$ cat config.mk
export PLATFORM = sky130hd
export DESIGN_NAME = stopwatch_ctrl_fsm
export DESIGN_NICKNAME = d
export VERILOG_FILES = /design/src/rtl/stopwatch_ctrl_fsm.sv
export SDC_FILE = /design/constraint.sdc
export NUM_CORES = 1
export LEC_CHECK = 0
export CAP_MARGIN = 20
export CORE_AREA = 2 2 65 67
export CTS_CLUSTER_SIZE = 10
export DETAILED_ROUTE_END_ITERATION = 8
export DIE_AREA = 0 0 67 69
export GPL_TIMING_DRIVEN = 0
export PLACE_DENSITY = 0.76
export SYNTH_ARGS = -nofsm -noshare
export SYNTH_HDL_FRONTEND = slang
export SYNTH_SLANG_ARGS = --single-unit
$ cat constraint.sdc
create_clock -name clk -period 2.68 [get_ports clk]
set_input_delay 0.536 -clock clk [delete_from_list [all_inputs] [get_ports clk]]
set_output_delay 0.536 -clock clk [all_outputs]
set_load 0.005 [all_outputs]
$ cat src/rtl/stopwatch_ctrl_fsm.sv
// Stopwatch front end: two raw buttons are synchronised, debounced and edge-detected,
// then a 3-state run FSM drives the counter control code (0 CLEAR, 1 RUN, 2 HOLD).
module stopwatch_ctrl_fsm #(
   parameter int DEBOUNCE_CYCLES = 1_000_000,
   parameter int CNT_W           = 20
) (
   input  logic       clk,
   input  logic       rst,
   input  logic       btn_start,
   input  logic       btn_reset,
   output logic [1:0] control,
   output logic       running,
   output logic       ctrl_changed
);

   localparam logic [1:0] S_IDLE  = 2'd0;
   localparam logic [1:0] S_RUN   = 2'd1;
   localparam logic [1:0] S_PAUSE = 2'd2;

   localparam logic [CNT_W-1:0] CNT_MAX = CNT_W'(DEBOUNCE_CYCLES - 1);

   // Bit 0 is the start/stop channel, bit 1 the clear channel.
   logic [1:0]            btn;
   logic [1:0]            s1_q, s2_q;
   logic [1:0]            db_q, db_d_q;
   logic [1:0][CNT_W-1:0] cnt_q;
   logic [1:0]            press;

   logic [1:0] state_q, state_d;
   logic [1:0] control_q;
   logic       running_q;
   logic       changed_q;

   assign btn   = {btn_reset, btn_start};
   assign press = db_q & ~db_d_q;

   always_ff @(posedge clk) begin
      if (rst) begin
         s1_q   <= '0;
         s2_q   <= '0;
         db_q   <= '0;
         db_d_q <= '0;
         cnt_q  <= '0;
      end else begin
         s1_q   <= btn;
         s2_q   <= s1_q;
         db_d_q <= db_q;
         for (int i = 0; i < 2; i++) begin
            // Any disagreement-free cycle restarts the stability count.
            if (s2_q[i] == db_q[i]) begin
               cnt_q[i] <= '0;
            end else if (cnt_q[i] == CNT_MAX) begin
               db_q[i]  <= s2_q[i];
               cnt_q[i] <= '0;
            end else begin
               cnt_q[i] <= cnt_q[i] + CNT_W'(1);
            end
         end
      end
   end

   always_comb begin
      state_d = state_q;
      case (state_q)
         S_IDLE:  if (press[0]) state_d = S_RUN;
         S_RUN:   if (press[0]) state_d = S_PAUSE;
         S_PAUSE: if (press[0]) state_d = S_RUN;
         default: state_d = S_IDLE;
      endcase
      // Clear has priority over a coincident start/stop press.
      if (press[1]) state_d = S_IDLE;
   end

   always_ff @(posedge clk) begin
      if (rst) begin
         state_q   <= S_IDLE;
         control_q <= 2'd0;
         running_q <= 1'b0;
         changed_q <= 1'b0;
      end else begin
         state_q   <= state_d;
         control_q <= state_d;
         running_q <= (state_d == S_RUN);
         changed_q <= (state_d != control_q);
      end
   end

   assign control      = control_q;
   assign running      = running_q;
   assign ctrl_changed = changed_q;

endmodule

==> flow_summary_export.csv <==
group,metric,value,unit
floorplanning,die-width,67,um
floorplanning,coreArea,3910,um^2
cells_and_area,multiInputGateArea,1110,um^2
clock_network,cts_post_setup_buffers_inserted,0,
critical_path,cpMaxStageDelayCell,"sky130_fd_sc_hd__or2_2",
routing,post-route-drc-count,0,
cells_and_area,drive_above_1_share,6.06,%
global_routing,overflow,0,
status,outcome,"finished clean",
place,total_instance_count_after_detailed_placement,307,
sta,max_freq,459,MHz
sta,finalCritPeriodShare,81.2,%
sta,final.setup_skew,0.00441,ns
critical_path,critPathKind,"flip-flop to flip-flop",
yosys,avgSynthCellArea,8.87,um^2
sta,setup_tns,0,ns
clock_network,clk_path_buf_depth,2,
sta,worstMarginPinSlew,0.745,ns
power_and_ir_drop,power_density,518,nW/um^2
floorplanning,ios,8,
power_and_ir_drop,overall_power_after_layout,0.00127,W
yosys,ys_warn_count,0,
sta,setup_viol,0,
clock_network,post_cts.resized_instances,0,
cells_and_area,area.sequential,1040,um^2
cells_and_area,final_cell_count_no_fill,314,
clock_network,holdBufCountCts,0,
flow_run,cap_violations,0,
global_routing,global_route.usage.total,18.6,%
critical_path,crit_arrival,2.36,ns
clock_network,clockRootBuffer,"sky130_fd_sc_hd__clkbuf_8",
sta,rsz0062_at_grt,"no",
place,place_congestion,0.785,
critical_path,cp-end-kind,"flip-flop",
sta,finalHoldViolCount,0,
cells_and_area,insertedDiodeCount,0,
floorplanning,design.die.area,4620,um^2
critical_path,critical_path.max_stage_delay,0.43,ns
clock_network,clk_pin_slew,0.09,ns
power_and_ir_drop,power.ir.vdd_worst,315,uV
critical_path,worst_setup_path_start_kind,"flip-flop",
global_routing,grt_max_degree,15,
yosys,netlist_area,2220,um^2
cells_and_area,layout_overhead_on_the_synthesized_area,10.3,%
clock_network,cts.sinks,52,
critical_path,timing.critical_path.required,2.86,ns
routing,dr_pass1_iterations,4,
cells_and_area,nNetsFinal,270,
routing,routedWlPerCell,12.6,um
yosys,seq_area_frac_synth,46.9,%
clock_network,cts_htree_levels,2,
clock_network,cts_tree,"built",
yosys,synth_fp_nets,256,
global_routing,grt_pass1_wl,6.71,mm
hold_path,min_path_type,"flip-flop to flip-flop",
yosys,netlist_instances,250,
sta,timing.hold.ws,0.453,ns
critical_path,crit_fanout,10,
place,dp.final_hpwl,2.85,mm
yosys,synth.lib_cells_used.distinct,35,
routing,detail_route.iter0.violations,62,
global_routing,first_global_vias,1590,
floorplanning,fp.dieH,69,um
yosys,total_of_flip_flops_plus_latches_after_synthesis,52,
sta,final-max-slew-violation-count,0,
global_routing,number_of_antenna_violations_at_the_first_check_in_global_routing,0,
routing,route.antenna.remaining_nets,0,
power_and_ir_drop,cellLeakagePower,0.749,nW
clock_network,worstSkewPairLatency,0.30,ns
routing,detail_route.wirelength,3.97,mm
routing,num_vias,1746,
floorplanning,floorplan.rows,23,
sta,slew-limit-headroom,50.0,%
cells_and_area,filler_instances,348,
critical_path,timing.critical_path.cells,"ha_1 > nand4_1 > or2_2 > o21ai_0 > clkbuf_1 > nor2_1",
sta,final_min_period,2.18,ns
floorplanning,initial_core_util,56.7,%
clock_network,number_of_buffers_created_by_cts,5,
place,port_buffers,7,
routing,vias_per_cell,5.56,
## per-layer routing
metal	routed length (um)	part of all wire (%)	up-vias	track usage [%]
li1	-	-	910	-
met1	1830	46	802	22.1
met2	1950	49	26	31.4
met3	116	2.9	8	3.92
met4	78	2.0	0	8.16
met5	0	0	-	0
## power breakdown
group	switching (W)	internal, W	leakage [nW]	total, W
combinational	0.0000108	0.00000778	0.279	0.0000186
sequential	0.00000173	0.000775	0.420	0.000777
clock	0.000242	0.000230	0.0503	0.000472
## logic make-up after synthesis
kind of cell	Yosys count	share of synthesized area [%]
simple gates	119	29.8
buf+inv	16	2.88
mux	1	0.451
compound gates	34	8.52
xor+xnor	26	10.3
flops	52	46.9
fa+ha+maj	2	1.13
## through the flow
stage               area [um^2]  utilization (%)  worst slack (ns)
floorplan                  2220                -             0.710
global placement           2350             60.1             0.413
detailed placement         2350             60.1             0.398
CTS                        2450             62.5             0.451
global route               2450             62.5             0.301
finish                     2450             62.5             0.503
## worst max-delay path: cells and delay by family, from the launching register on
family          cells  cell delay (ns)
buf+inv             1             0.41
fa+ha+maj           1             0.21
compound gates      1             0.24
simple gates        3             0.83
flops               1             0.37
## area by class of cell
type / count / share of cell area (%)
plain buffers: 7 / 1.23
clock buffers: 7 / 3.94
inverters: 9 / 1.38
multi-input cells: 182 / 45.5
flip-flops and latches: 52 / 42.5
well taps: 50 / 2.56
repair buffers: 7 / 2.86
## worst paths after layout
check	startpoint	endpoint	slack [ns]	cells after the start
min	s1_q[0]	s2_q[0]	0.45	1
max reg2reg	cnt_q[0]	cnt_q[16]	0.50	6
max	cnt_q[0]	cnt_q[16]	0.50	6
min reg2reg	s1_q[0]	s2_q[0]	0.45	1
## cell usage in the layout, fill, tap and decap left out, drive strengths merged, types with 3 or more instances in the layout
cell type      netlist  routed
dfxtp               52      52
nor2                31      31
xnor2               16      16
a21oi               16      16
nand3               14      14
nand2               12      12
o21ai               11      11
clkbuf               4      11
xor2                10      10
nor3                 9       9
inv                  9       9
nor2b                9       9
nand4                8       8
or3                  8       8
or4                  7       7
clkdlybuf4s50        0       7
o31ai                5       5
and3                 4       4
nor4                 3       3
buf                  3       3
and4                 3       3
nor4b                3       3
## state kept, by name, summed over array words and instances, names as in the netlist
name,cells
cnt_q,40
control,2
ctrl_changed,1
db_d_q,2
db_q,2
running,1
s1_q,2
s2_q,2
## cell usage after synthesis
cell	instances	share of area (%)
sky130_fd_sc_hd__ha_1	2	1.1
sky130_fd_sc_hd__clkbuf_1	4	0.68
sky130_fd_sc_hd__inv_1	9	1.5
sky130_fd_sc_hd__o21ai_0	10	2.3
sky130_fd_sc_hd__nand3_1	13	2.9
sky130_fd_sc_hd__nand2b_1	1	0.28
sky130_fd_sc_hd__nand3_2	1	0.45
sky130_fd_sc_hd__mux2i_1	1	0.45
sky130_fd_sc_hd__dfxtp_1	52	47
sky130_fd_sc_hd__or4_1	7	2.4
sky130_fd_sc_hd__and4bb_2	1	0.56
sky130_fd_sc_hd__nor4_1	3	0.85
sky130_fd_sc_hd__or3b_2	1	0.39
sky130_fd_sc_hd__nor3b_1	2	0.68
sky130_fd_sc_hd__a21oi_1	16	3.6
sky130_fd_sc_hd__nand4_1	8	2.3
sky130_fd_sc_hd__o31ai_1	5	1.7
sky130_fd_sc_hd__a21o_1	1	0.34
sky130_fd_sc_hd__nor2_1	31	5.2
sky130_fd_sc_hd__nand2_1	11	1.9
sky130_fd_sc_hd__or2_2	1	0.28
sky130_fd_sc_hd__buf_2	3	0.68
sky130_fd_sc_hd__o41ai_1	1	0.39
sky130_fd_sc_hd__and3_2	1	0.34
sky130_fd_sc_hd__and4_1	3	1.2
sky130_fd_sc_hd__xor2_1	10	3.9
sky130_fd_sc_hd__nand2_4	1	0.51
sky130_fd_sc_hd__o21ai_1	1	0.23
sky130_fd_sc_hd__nor4b_1	3	1.2
sky130_fd_sc_hd__nand4b_1	2	0.79
sky130_fd_sc_hd__nor2b_1	9	2.5
sky130_fd_sc_hd__nor3_1	9	2.0
sky130_fd_sc_hd__and3_1	3	0.85
sky130_fd_sc_hd__xnor2_1	16	6.3
sky130_fd_sc_hd__or3_1	8	2.3
(Power assumes the default switching activity.)
